**src/rtl/pwm_drive_arbiter_if.sv**
```systemverilog
// Drive-command bundle between the motor PWM register file / RC receiver
// (master side) and the drive arbiter (slave side).
interface pwm_drive_arbiter_if;
   logic [7:0] bus_left;
   logic [7:0] bus_right;
   logic       bus_wr;
   logic       rc_valid;
   logic [7:0] rc_left;
   logic [7:0] rc_right;
   logic [7:0] rc_switch;
   logic       pause;
   logic [7:0] width_left;
   logic [7:0] width_right;
   logic [1:0] mode;
   logic       bus_alive;
   logic       frame_tick;

   modport master (
      output bus_left, bus_right, bus_wr,
      output rc_valid, rc_left, rc_right, rc_switch,
      output pause,
      input  width_left, width_right, mode, bus_alive, frame_tick
   );

   modport slave (
      input  bus_left, bus_right, bus_wr,
      input  rc_valid, rc_left, rc_right, rc_switch,
      input  pause,
      output width_left, width_right, mode, bus_alive, frame_tick
   );
endinterface

```
**src/rtl/pwm_drive_arbiter.sv**
```systemverilog
// Drive arbiter for the left/right motor PWM generators. Once per frame it
// picks a width source (bus command, RC receiver or neutral), slews both
// widths toward that target by at most SLEW_STEP, and runs a frame-based
// watchdog on bus commands. Pause forces neutral on the very next edge.
//
// FRAME_CYCLES sets the frame length in clk_255kHz cycles; 5100 gives 20 ms.
//
// state        | meaning
// -------------+-------------------------------------------------------
// MODE_NEUTRAL | no live source, widths slew toward 127
// MODE_BUS     | widths slew toward the latched bus command
// MODE_RC      | widths slew toward the RC command sampled at the tick
// MODE_PAUSED  | widths held at 127; left only at the next frame tick
module pwm_drive_arbiter #(
   parameter int unsigned SLEW_STEP          = 4,
   parameter int unsigned BUS_TIMEOUT_FRAMES = 25,
   parameter int unsigned FRAME_CYCLES       = 5100
) (
   input logic                clk_255kHz,
   input logic                reset,
   pwm_drive_arbiter_if.slave drv
);

   localparam int unsigned      CNT_W      = $clog2(FRAME_CYCLES);
   localparam logic [CNT_W-1:0] CNT_LAST   = CNT_W'(FRAME_CYCLES - 1);
   localparam logic [7:0]       WDOG_LIMIT = 8'(BUS_TIMEOUT_FRAMES);
   localparam logic [8:0]       STEP9      = 9'(SLEW_STEP);
   localparam logic [7:0]       NEUTRAL_W  = 8'd127;
   localparam logic [7:0]       RC_SW_ON   = 8'd128;

   typedef enum logic [1:0] {
      MODE_NEUTRAL = 2'd0,
      MODE_BUS     = 2'd1,
      MODE_RC      = 2'd2,
      MODE_PAUSED  = 2'd3
   } mode_t;

   logic [CNT_W-1:0] count_q;
   logic             tick;
   logic [7:0]       hold_left_q;
   logic [7:0]       hold_right_q;
   logic [7:0]       hold_left_nxt;
   logic [7:0]       hold_right_nxt;
   logic [7:0]       wdog_q;
   logic [7:0]       wdog_nxt;
   logic             bus_alive_nxt;
   mode_t            mode_q;
   mode_t            mode_nxt;
   logic [7:0]       target_left;
   logic [7:0]       target_right;
   logic [7:0]       width_left_q;
   logic [7:0]       width_right_q;
   logic [7:0]       width_left_nxt;
   logic [7:0]       width_right_nxt;
   logic             frame_tick_q;

   // Move cur toward tgt by at most SLEW_STEP; 9-bit math so it cannot wrap
   // and the result never passes tgt.
   function automatic logic [7:0] slew_to(input logic [7:0] cur, input logic [7:0] tgt);
      logic [8:0] cur9;
      logic [8:0] tgt9;
      logic [8:0] diff;
      logic [8:0] step;
      logic [8:0] res;
      cur9 = {1'b0, cur};
      tgt9 = {1'b0, tgt};
      if (tgt9 > cur9) begin
         diff = tgt9 - cur9;
         step = (diff < STEP9) ? diff : STEP9;
         res  = cur9 + step;
      end else begin
         diff = cur9 - tgt9;
         step = (diff < STEP9) ? diff : STEP9;
         res  = cur9 - step;
      end
      slew_to = 8'(res);
   endfunction

   assign tick = (count_q == CNT_LAST);

   // Frame counter 0..FRAME_CYCLES-1; the last count is the update tick.
   always_ff @(posedge clk_255kHz) begin
      if (reset)
         count_q <= '0;
      else if (tick)
         count_q <= '0;
      else
         count_q <= count_q + 1'b1;
   end

   // A write on the tick cycle must already steer that tick, so selection
   // looks at the post-write holding value.
   always_comb begin
      hold_left_nxt  = hold_left_q;
      hold_right_nxt = hold_right_q;
      if (drv.bus_wr) begin
         hold_left_nxt  = drv.bus_left;
         hold_right_nxt = drv.bus_right;
      end
   end

   // Bus command holding registers.
   always_ff @(posedge clk_255kHz) begin
      if (reset) begin
         hold_left_q  <= NEUTRAL_W;
         hold_right_q <= NEUTRAL_W;
      end else begin
         hold_left_q  <= hold_left_nxt;
         hold_right_q <= hold_right_nxt;
      end
   end

   // Watchdog next value: a write clears it, ticks count up and saturate.
   always_comb begin
      wdog_nxt = wdog_q;
      if (drv.bus_wr)
         wdog_nxt = 8'd0;
      else if (tick && (wdog_q < WDOG_LIMIT))
         wdog_nxt = wdog_q + 8'd1;
      bus_alive_nxt = (wdog_nxt < WDOG_LIMIT);
   end

   // Watchdog frame count; reset leaves the bus stale until the first write.
   always_ff @(posedge clk_255kHz) begin
      if (reset)
         wdog_q <= WDOG_LIMIT;
      else
         wdog_q <= wdog_nxt;
   end

   // Source selection: pause wins on any cycle, otherwise only at the tick.
   always_comb begin
      mode_nxt = mode_q;
      if (drv.pause)
         mode_nxt = MODE_PAUSED;
      else if (tick) begin
         if (drv.rc_valid && (drv.rc_switch >= RC_SW_ON))
            mode_nxt = MODE_RC;
         else if (bus_alive_nxt)
            mode_nxt = MODE_BUS;
         else
            mode_nxt = MODE_NEUTRAL;
      end
   end

   // Mode state register.
   always_ff @(posedge clk_255kHz) begin
      if (reset)
         mode_q <= MODE_NEUTRAL;
      else
         mode_q <= mode_nxt;
   end

   // Target and slewed widths; RC inputs only matter on the tick cycle.
   always_comb begin
      target_left     = NEUTRAL_W;
      target_right    = NEUTRAL_W;
      width_left_nxt  = width_left_q;
      width_right_nxt = width_right_q;
      case (mode_nxt)
         MODE_BUS: begin
            target_left  = hold_left_nxt;
            target_right = hold_right_nxt;
         end
         MODE_RC: begin
            target_left  = drv.rc_left;
            target_right = drv.rc_right;
         end
         default: begin
            target_left  = NEUTRAL_W;
            target_right = NEUTRAL_W;
         end
      endcase
      if (drv.pause) begin
         width_left_nxt  = NEUTRAL_W;
         width_right_nxt = NEUTRAL_W;
      end else if (tick) begin
         width_left_nxt  = slew_to(width_left_q, target_left);
         width_right_nxt = slew_to(width_right_q, target_right);
      end
   end

   // Output width registers and the registered frame pulse.
   always_ff @(posedge clk_255kHz) begin
      if (reset) begin
         width_left_q  <= NEUTRAL_W;
         width_right_q <= NEUTRAL_W;
         frame_tick_q  <= 1'b0;
      end else begin
         width_left_q  <= width_left_nxt;
         width_right_q <= width_right_nxt;
         frame_tick_q  <= tick;
      end
   end

   assign drv.width_left  = width_left_q;
   assign drv.width_right = width_right_q;
   assign drv.mode        = mode_q;
   assign drv.bus_alive   = (wdog_q < WDOG_LIMIT);
   assign drv.frame_tick  = frame_tick_q;

endmodule

```
**src/flat_wrapper.sv**
```systemverilog
// flat-port wrapper written by rule: the top's interface ports become plain ports
module pwm_drive_arbiter_flat 
#(
   parameter int unsigned SLEW_STEP          = 4,
   parameter int unsigned BUS_TIMEOUT_FRAMES = 25,
   parameter int unsigned FRAME_CYCLES       = 5100
)
  (clk_255kHz, reset, drv_bus_left, drv_bus_right, drv_bus_wr, drv_rc_valid, drv_rc_left, drv_rc_right, drv_rc_switch, drv_pause, drv_width_left, drv_width_right, drv_mode, drv_bus_alive, drv_frame_tick);
  pwm_drive_arbiter_if drv_i ();
  input logic clk_255kHz;
  input logic reset;
  input wire logic [$bits(drv_i.bus_left)-1:0] drv_bus_left;
  input wire logic [$bits(drv_i.bus_right)-1:0] drv_bus_right;
  input wire logic [$bits(drv_i.bus_wr)-1:0] drv_bus_wr;
  input wire logic [$bits(drv_i.rc_valid)-1:0] drv_rc_valid;
  input wire logic [$bits(drv_i.rc_left)-1:0] drv_rc_left;
  input wire logic [$bits(drv_i.rc_right)-1:0] drv_rc_right;
  input wire logic [$bits(drv_i.rc_switch)-1:0] drv_rc_switch;
  input wire logic [$bits(drv_i.pause)-1:0] drv_pause;
  output wire logic [$bits(drv_i.width_left)-1:0] drv_width_left;
  output wire logic [$bits(drv_i.width_right)-1:0] drv_width_right;
  output wire logic [$bits(drv_i.mode)-1:0] drv_mode;
  output wire logic [$bits(drv_i.bus_alive)-1:0] drv_bus_alive;
  output wire logic [$bits(drv_i.frame_tick)-1:0] drv_frame_tick;
  assign drv_i.bus_left = drv_bus_left;
  assign drv_i.bus_right = drv_bus_right;
  assign drv_i.bus_wr = drv_bus_wr;
  assign drv_i.rc_valid = drv_rc_valid;
  assign drv_i.rc_left = drv_rc_left;
  assign drv_i.rc_right = drv_rc_right;
  assign drv_i.rc_switch = drv_rc_switch;
  assign drv_i.pause = drv_pause;
  assign drv_width_left = drv_i.width_left;
  assign drv_width_right = drv_i.width_right;
  assign drv_mode = drv_i.mode;
  assign drv_bus_alive = drv_i.bus_alive;
  assign drv_frame_tick = drv_i.frame_tick;
  pwm_drive_arbiter #(.SLEW_STEP(SLEW_STEP), .BUS_TIMEOUT_FRAMES(BUS_TIMEOUT_FRAMES), .FRAME_CYCLES(FRAME_CYCLES)) u_core (.clk_255kHz(clk_255kHz), .reset(reset), .drv(drv_i));
endmodule
```
**config.mk**
```make
export PLATFORM = sky130hd
export DESIGN_NAME = pwm_drive_arbiter_flat
export DESIGN_NICKNAME = d
export VERILOG_FILES = /design/src/rtl/pwm_drive_arbiter_if.sv /design/src/rtl/pwm_drive_arbiter.sv /design/src/flat_wrapper.sv
export SDC_FILE = /design/constraint.sdc
export NUM_CORES = 1
export LEC_CHECK = 0
export ABC_AREA = 1
export BUFFER_PORTS_ARGS = -buffer_cell sky130_fd_sc_hd__buf_2
export CAP_MARGIN = 20
export CELL_PAD_IN_SITES_DETAIL_PLACEMENT = 1
export CELL_PAD_IN_SITES_GLOBAL_PLACEMENT = 2
export CORE_MARGIN = 2
export CORE_UTILIZATION = 25
export CTS_CLUSTER_DIAMETER = 60
export DETAILED_ROUTE_END_ITERATION = 10
export GPL_ROUTABILITY_DRIVEN = 0
export PLACE_DENSITY_LB_ADDON = 0.05
export SLEW_MARGIN = 20
export SYNTH_ARGS = -nofsm -noshare
export SYNTH_HDL_FRONTEND = slang
export SYNTH_SLANG_ARGS = --single-unit
```
**constraint.sdc**
```tcl
create_clock -name clk_255kHz -period 6.16 [get_ports clk_255kHz]
set_clock_uncertainty 0.1 [all_clocks]
set_input_delay 0 -clock clk_255kHz [delete_from_list [all_inputs] [get_ports clk_255kHz]]
set_output_delay 0 -clock clk_255kHz [all_outputs]
set_load 0.02 [all_outputs]
```
### After elaboration in Yosys (flattened, before gate mapping)

Cells that the tools add are included.

| storage, ports and cells | value |
|---|---|
| bits in registers | 56 |
| RAM bits | 0 |
| bits in read-only memories | 0 |
| memories kept | 0 |
| logic and storage cells | 50 |
| latch bits | 0 |
| output and inout port bits | 20 |
| input bits | 45 |

| operators by class | value |
|---|---|
| shifts and indexed selects | 0 |
| multiply operators | 0 |
| magnitude comparators | 9 |
| reductions and logical operators | 4 |
| $add $sub $neg | 10 |
| divide/modulo/power cells | 0 |
| bitwise logic cells | 0 |
| multiplexer cells | 16 |
| equality and inequality tests | 3 |

Operators by type and width:

| kind | count |
|---|---|
| 8-bit 2-to-1 mux | 10 |
| 9-bit by 3-bit < comparator with 1-bit output (second input constant) | 4 |
| 8-bit by 8-bit subtractor with 9-bit output | 4 |
| 8-bit case mux with 2 select lines | 2 |
| 8-bit adder | 2 |
| 8-bit > comparator | 2 |
| 8-bit by 5-bit < comparator with 1-bit output (second input constant) | 2 |
| 8-bit subtractor | 2 |
| 13-bit by 1-bit adder with 13-bit output (second input constant) | 1 |
| 13-bit == test (second input constant) | 1 |
| 8-bit by 1-bit adder with 8-bit output (second input constant) | 1 |
| 8-bit greater-or-equal comparator (second input constant) | 1 |
| 2-bit 2-to-1 mux | 3 |
| 2-bit OR reduction | 2 |
| 2-bit by 1-bit == test with 1-bit output (second input constant) | 1 |
| 2-bit == test (second input constant) | 1 |
| 1-bit logical AND | 2 |
| 1-bit 2-to-1 mux | 1 |

### Depth between registers and ports, before layout

| logic depth | value |
|---|---|
| depth after elaboration | 16 |
| mapped depth | 48 |
| gate-level depth less buffers | 46 |

### Worst setup path before layout

No wires, ideal clock.

| timing | value |
|---|---|
| path type | register -> register |
| start | register u_core.wdog_q[0] |
| end | register u_core.width_left_q[7], in the netlist u_core.drv.width_left[7] |
| slack | 0.282 ns |
| data arrival time | 5.665 ns |
| data required time | 5.947 ns |
| library setup time | 0.113 ns |
| path buffers | 2 |
| cell stages (with the launch flop) | 46 |
| period minus slack after synthesis | 5.878 ns |
| cells stage by stage | dfxtp_1 inv_1 ha_1 nand2_1 a31oi_2 nand2_2 nand2_1 o21ai_1 nand2_1 nand3_1 nand3_1 nand3_2 nand2_2 inv_2 ha_1 inv_1 clkbuf_1 nand2_1 (+10 left out) nor2_2 nand3_1 or2_2 ha_1 nand2_1 inv_1 o21ai_0 nand2_1 ha_1 a21o_1 a31oi_1 inv_1 a31oi_1 nand3_2 nand2_1 nor2_1 nor2_1 nor2_1 |

| between the ends | value |
|---|---|
| word-level cells in the longest chain between the ends | 16 |

Ends and longest elaborated chain:

| what | RTL line | text |
|---|---|---|
| start: declaration | pwm_drive_arbiter.sv:44 | `logic [7:0] wdog_q;` |
| start signal: assignment | pwm_drive_arbiter.sv:128 | `wdog_q <= wdog_nxt;` |
| 8-bit by 5-bit < comparator with 1-bit output (*) | - |  |
| via drv_bus_alive | flat_wrapper.sv:23 | `output wire logic [$bits(drv_i.bus_alive)-1:0] drv_bus_alive;` |
| 1-bit logical AND (*) | pwm_drive_arbiter.sv:118 | `else if (tick && (wdog_q < WDOG_LIMIT))` |
| 8-bit 2-to-1 mux (*) | pwm_drive_arbiter.sv:118 |  |
| 8-bit 2-to-1 mux (*) | pwm_drive_arbiter.sv:116 | `if (drv.bus_wr)` |
| 8-bit by 5-bit < comparator with 1-bit output (*) | pwm_drive_arbiter.sv:120 | `bus_alive_nxt = (wdog_nxt < WDOG_LIMIT);` |
| 1-bit 2-to-1 mux (*) | pwm_drive_arbiter.sv:139 | `else if (bus_alive_nxt)` |
| 2-bit 2-to-1 mux (*) | pwm_drive_arbiter.sv:137 | `if (drv.rc_valid && (drv.rc_switch >= RC_SW_ON))` |
| (+2 left out) | - |  |
| via u_core.mode_nxt[0] | pwm_drive_arbiter.sv:48 | `mode_t mode_nxt;` |
| 2-bit == test / 2-bit by 1-bit == test with 1-bit output (equally long branches) | pwm_drive_arbiter.sv:160 | `case (mode_nxt)` |
| 8-bit case mux with 2 select lines (*) | pwm_drive_arbiter.sv:160 |  |
| 8-bit by 8-bit subtractor with 9-bit output, on equally long branches | pwm_drive_arbiter.sv:72, pwm_drive_arbiter.sv:68 |  |
| 9-bit by 3-bit < comparator with 1-bit output, on equally long branches | pwm_drive_arbiter.sv:73, pwm_drive_arbiter.sv:69 |  |
| 8-bit 2-to-1 mux, on equally long branches | pwm_drive_arbiter.sv:73, pwm_drive_arbiter.sv:69 |  |
| 8-bit subtractor / 8-bit adder (equally long branches) | pwm_drive_arbiter.sv:74, pwm_drive_arbiter.sv:70 |  |
| 8-bit 2-to-1 mux (*) | pwm_drive_arbiter.sv:67 | `if (tgt9 > cur9) begin` |
| end signal: assignment | pwm_drive_arbiter.sv:190 | `width_left_q <= width_left_nxt;` |
| end: declaration | pwm_drive_arbiter.sv:51 | `logic [7:0] width_left_q;` |

The timed path passes the listed nets; every way through them passes the cells marked *.
A chain may end at the register's enable or synchronous reset.

### Worst setup path in the final report

| timing | value |
|---|---|
| start | register u_core.count_q[1] |
| end | register u_core.width_right_q[6], in the netlist u_core.drv.width_right[6] |

| between the ends | value |
|---|---|
| word-level cells in the longest chain between the ends | 16 |

Ends and longest elaborated chain:

| what | RTL line | text |
|---|---|---|
| start: declaration | pwm_drive_arbiter.sv:38 | `logic [CNT_W-1:0] count_q;` |
| start signal: assignment | pwm_drive_arbiter.sv:88 | `count_q <= count_q + 1'b1;` |
| 13-bit == test (*) | pwm_drive_arbiter.sv:79 | `assign tick = (count_q == CNT_LAST);` |
| 1-bit logical AND | pwm_drive_arbiter.sv:118 |  |
| 8-bit 2-to-1 mux | pwm_drive_arbiter.sv:118 |  |
| 8-bit 2-to-1 mux | pwm_drive_arbiter.sv:116 |  |
| 8-bit by 5-bit < comparator with 1-bit output | pwm_drive_arbiter.sv:120 |  |
| 1-bit 2-to-1 mux | pwm_drive_arbiter.sv:139 |  |
| 2-bit 2-to-1 mux | pwm_drive_arbiter.sv:137 |  |
| 2-bit 2-to-1 mux (*) | pwm_drive_arbiter.sv:136 | `else if (tick) begin` |
| 2-bit 2-to-1 mux (*) | pwm_drive_arbiter.sv:134 | `if (drv.pause)` |
| via u_core.mode_nxt[0] | pwm_drive_arbiter.sv:48 |  |
| 2-bit == test / 2-bit by 1-bit == test with 1-bit output (equally long branches) | pwm_drive_arbiter.sv:160 |  |
| 8-bit case mux with 2 select lines (*) | pwm_drive_arbiter.sv:160 |  |
| 8-bit by 8-bit subtractor with 9-bit output, on equally long branches | pwm_drive_arbiter.sv:72, pwm_drive_arbiter.sv:68 |  |
| 9-bit by 3-bit < comparator with 1-bit output, on equally long branches | pwm_drive_arbiter.sv:73, pwm_drive_arbiter.sv:69 |  |
| 8-bit 2-to-1 mux, on equally long branches | pwm_drive_arbiter.sv:73, pwm_drive_arbiter.sv:69 |  |
| 8-bit subtractor / 8-bit adder (equally long branches) | pwm_drive_arbiter.sv:74, pwm_drive_arbiter.sv:70 |  |
| 8-bit 2-to-1 mux (*) | pwm_drive_arbiter.sv:67 |  |
| end signal: assignment | pwm_drive_arbiter.sv:191 | `width_right_q <= width_right_nxt;` |
| end: declaration | pwm_drive_arbiter.sv:52 | `logic [7:0] width_right_q;` |

Marks and branches as above.

==> flow_metrics.py <==
metrics = {
    "status": {
        "outcome": "finished clean",
    },
    "hold_path": {
        "timing.hold.worst_path_depth": 3,
        "min-delay-start": "drv_pause",
        "hold_class": "primary input to flip-flop",
        "worst_hold_path.endpoint": "u_core.drv.width_left[0]",
    },
    "placed_design": {
        "portBuffers": 57,
        "post_dp_hpwl_um": 15000,
    },
    "yosys": {
        "synthDistinctLibCells": 45,
        "yosys_warnings": 0,
        "synth_top_flop_cell": "sky130_fd_sc_hd__dfxtp_1",
        "syn_nets": 893,
        "fraction_of_registers_with_async_set_or_reset_after_synthesis_pct": 0,
        "synthesized_area_fraction_occupied_by_ao_oa_aoi_and_oai_cells_pct": 13.0,
        "synth_sequential_area_ratio_pct": 22.4,
        "post_synth.cell_area_avg_um2": 6.35,
        "synth-simple-area-share_pct": 33.3,
        "synth_xor_xnor_area_share_pct": 2.62,
        "combinational_family_with_the_most_area_after_synthesis": "simple AND/OR/NAND/NOR gates",
        "postSynthRegisterBits": 56,
        "syn_inst": 789,
        "post_synth_fa_ha_maj_area_fraction_pct": 15.6,
        "synth_enable_flop_cells": 0,
        "post_synth_mux_area_share_pct": 0.399,
        "mappedNetlistArea_um2": 5010,
    },
    "die": {
        "die_w_um": 146,
        "fp.dieArea_um2": 21200,
        "placeableCoreArea_um2": 19600,
        "start_util_pct": 25.6,
        "ios": 65,
        "standard_cell_rows": 51,
        "die_height_um": 146,
    },
    "cts": {
        "clock_tree.htree_level_count": 2,
        "clk_transition_reported_paths_ns": 0.08,
        "numCtsBuffers": 5,
        "clock_tree_from_tritoncts": "built",
        "cts-root-to-sink-buffers": 2,
        "worstSkewPairLatency_ns": 0.31,
        "cts.sinks": 56,
        "root_buffer": "sky130_fd_sc_hd__clkbuf_16",
    },
    "final_layout": {
        "insertedDiodeCount": 0,
        "layout_commonest_cell": "sky130_fd_sc_hd__nand2_1",
        "postLayoutCoreUtil_pct": 39.9,
        "drive_gt1_share_pct": 39.2,
        "finalNetCount": 1114,
        "area_growth_syn_to_layout_pct": 55.9,
        "commonest_cells_after_routing_fill_and_taps_aside": "191 x sky130_fd_sc_hd__nand2_1, 143 x sky130_fd_sc_hd__buf_4, 113 x sky130_fd_sc_hd__inv_1, 57 x sky130_fd_sc_hd__buf_2, 56 x sky130_fd_sc_hd__nor2_1",
    },
    "power": {
        "design_power_total_mw": 1.34,
        "seq_power_share_pct": 28.2,
        "p_int_uw": 835,
        "power_density_nw_per_um2": 172,
        "clockPowerShare_pct": 23.3,
        "power_frac_comb_pct": 48.5,
        "power.leakage_nw": 3.85,
        "peakVddDrop_uv": 121,
        "sw_frac_of_total_pct": 37.8,
        "power.switching_uw": 507,
    },
    "sta": {
        "period_needed_ns": 5.83,
        "actual_transition_at_the_worst_max_transition_pin_ns": 0.686,
        "setup_viol": 0,
        "hold-worst-slack_ns": 0.0443,
        "fmax_mhz": 172,
        "layout_worst_path_cycle_share_pct": 94.6,
        "grt_setup_unrepaired": "yes",
        "worst_slew_margin_relative_to_its_limit_pct": 54.1,
        "maxSlewViolCount": 0,
        "finalHoldViolCount": 0,
    },
    "setup_path": {
        "cp_data_required_time_ns": 6.25,
        "cp-end-kind": "flip-flop",
        "timing.setup.critical_path_class": "flip-flop to flip-flop",
        "critical_path.max_stage_delay_ns": 0.36,
        "r2r_setup_slack_ns": 0.33,
        "reg_to_reg_critical_path_endpoint": "u_core.drv.width_right[6]",
        "critPathArrivalTime_ns": 5.92,
        "cpMaxStageDelayCell": "sky130_fd_sc_hd__dfxtp_2",
        "worstRegToRegCells": 40,
        "critical_path.most_common_cell": "sky130_fd_sc_hd__buf_6",
        "crit-reg2reg-launch": "u_core.count_q[1]",
        "cp_max_fo": 5,
        "critPathLaunchType": "flip-flop",
    },
    "route": {
        "drtIter0Drc": 131,
        "ant_nets": 0,
        "drt-wirelength-per-cell_um": 14.5,
        "first_pass_iters": 4,
        "routed_wirelength_um": 18500,
        "vias_per_cell": 4.43,
        "drc_errors": 0,
        "vias": 5655,
    },
    "global_routing": {
        "antenna_found_initial": 0,
        "grt_pass1_wl_um": 29800,
        "global_route_total_usage_across_every_layer_pct": 17.3,
        "grt_pass1_vias": 5924,
        "grt-ovfl-total": 0,
        "grt_start_max_net_pins": 23,
    },
    "run": {
        "maxCapViolCount": 0,
    },
}
[metal layers]
metal	global-route usage (%)	vias to the layer above	share of wire, %
met5	0	-	0
met4	2.65	0	0.79
met3	2.51	10	2.2
met2	28.5	64	46
met1	24.3	2660	51
li1	-	2921	-
[synthesized netlist by cell type, types with 6 or more instances]
library cell,count,area share [%]
sky130_fd_sc_hd__a21oi_1,47,4.7
sky130_fd_sc_hd__a21oi_2,6,1.0
sky130_fd_sc_hd__clkbuf_1,10,0.75
sky130_fd_sc_hd__dfxtp_1,56,22
sky130_fd_sc_hd__fa_1,6,2.4
sky130_fd_sc_hd__ha_1,53,13
sky130_fd_sc_hd__inv_1,130,9.7
sky130_fd_sc_hd__nand2_1,212,16
sky130_fd_sc_hd__nand2_2,13,1.6
sky130_fd_sc_hd__nand3_1,30,3.0
sky130_fd_sc_hd__nand4_1,9,1.1
sky130_fd_sc_hd__nor2_1,87,6.5
sky130_fd_sc_hd__nor3_1,9,0.90
sky130_fd_sc_hd__o211ai_1,7,1.0
sky130_fd_sc_hd__o21ai_0,28,2.8
sky130_fd_sc_hd__or2_2,6,0.75
sky130_fd_sc_hd__xnor2_1,9,1.6
sky130_fd_sc_hd__xor2_1,6,1.0
[final cells by class]
| type | instances | area (um2) |
|---|---|---|
| Clock inverter | 2 | 17.5 |
| Tap cell | 265 | 332 |
| Multi-Input combinational cell | 575 | 3950 |
| Sequential cell | 56 | 1120 |
| Fill cell | 2492 | 11800 |
| Inverter | 137 | 524 |
| Clock buffer | 6 | 129 |
| Timing Repair Buffer | 235 | 1740 |
[how the worst max path moves through the flow]
| stage | endpoint | start | cells after the start | slack [ns] |
|---|---|---|---|---|
| finish | u_core.drv.width_right[6] | u_core.count_q[1] | 40 | 0.33 |
| global route | u_core.drv.width_right[6] | u_core.count_q[1] | 40 | -0.19 |
| CTS | u_core.drv.width_right[7] | u_core.count_q[10] | 44 | 0.003 |
| detailed placement | u_core.drv.width_left[7] | u_core.count_q[0] | 42 | -0.39 |
| global placement | u_core.drv.width_right[7] | u_core.count_q[0] | 44 | -0.24 |
| floorplan | u_core.drv.width_left[7] | u_core.wdog_q[0] | 45 | 0.28 |
[state kept, by name, summed over array words and instances (netlist names)]
register and count:
u_core.drv.mode 2, u_core.wdog_q 8, u_core.drv.frame_tick 1, u_core.hold_right_q 8, u_core.drv.width_right 8, u_core.drv.width_left 8
u_core.count_q 13, u_core.hold_left_q 8
[cell families after synthesis]
logic type	count (synthesis)
buffers and inverters	158
flip-flops	56
multiplexers	2
XOR/XNOR	15
AND/OR/NAND/NOR	388
adder cells (fa/ha/maj)	59
AO/OA/AOI/OAI	111
[power by group through the flow]
stage                     combinational (mW)  clock (mW)  sequential [mW]
after floorplan                        0.296           0            0.386
after global placement                 0.514           0            0.386
after detailed placement               0.524           0            0.386
after CTS                              0.574       0.327            0.378
after global routing                   0.723       0.338            0.380
final                                  0.650       0.312            0.379
[stage by stage]
stage	std cells	instance area, um2	setup TNS (ns)	worst slack [ns]
after floorplan	789	5010	0	0.282
after global placement	1223	6520	-1.11	-0.243
after detailed placement	1223	6520	-2.38	-0.388
after CTS	1257	7170	0	0.00291
after global routing	1276	7820	-0.413	-0.194
final	1276	7820	0	0.331
[critical path, delay by kind of cell, from the launching register on]
family | cells | cell delay (ns)
compound gates | 6 | 0.78
xor+xnor | 2 | 0.31
fa+ha+maj | 5 | 1.21
buf+inv | 10 | 1.02
flops | 1 | 0.36
simple gates | 17 | 1.93
[timing repair]
item                       4_1_cts  5_1_grt
pin swaps                       10       82
setup endpoints to repair       10       10
setup buffers                    6       20
gates resized for setup         55      148
hold endpoints to repair        24        0
hold buffers                    19        0
cloned                           1        0
Power figures use the tool's default switching activity.
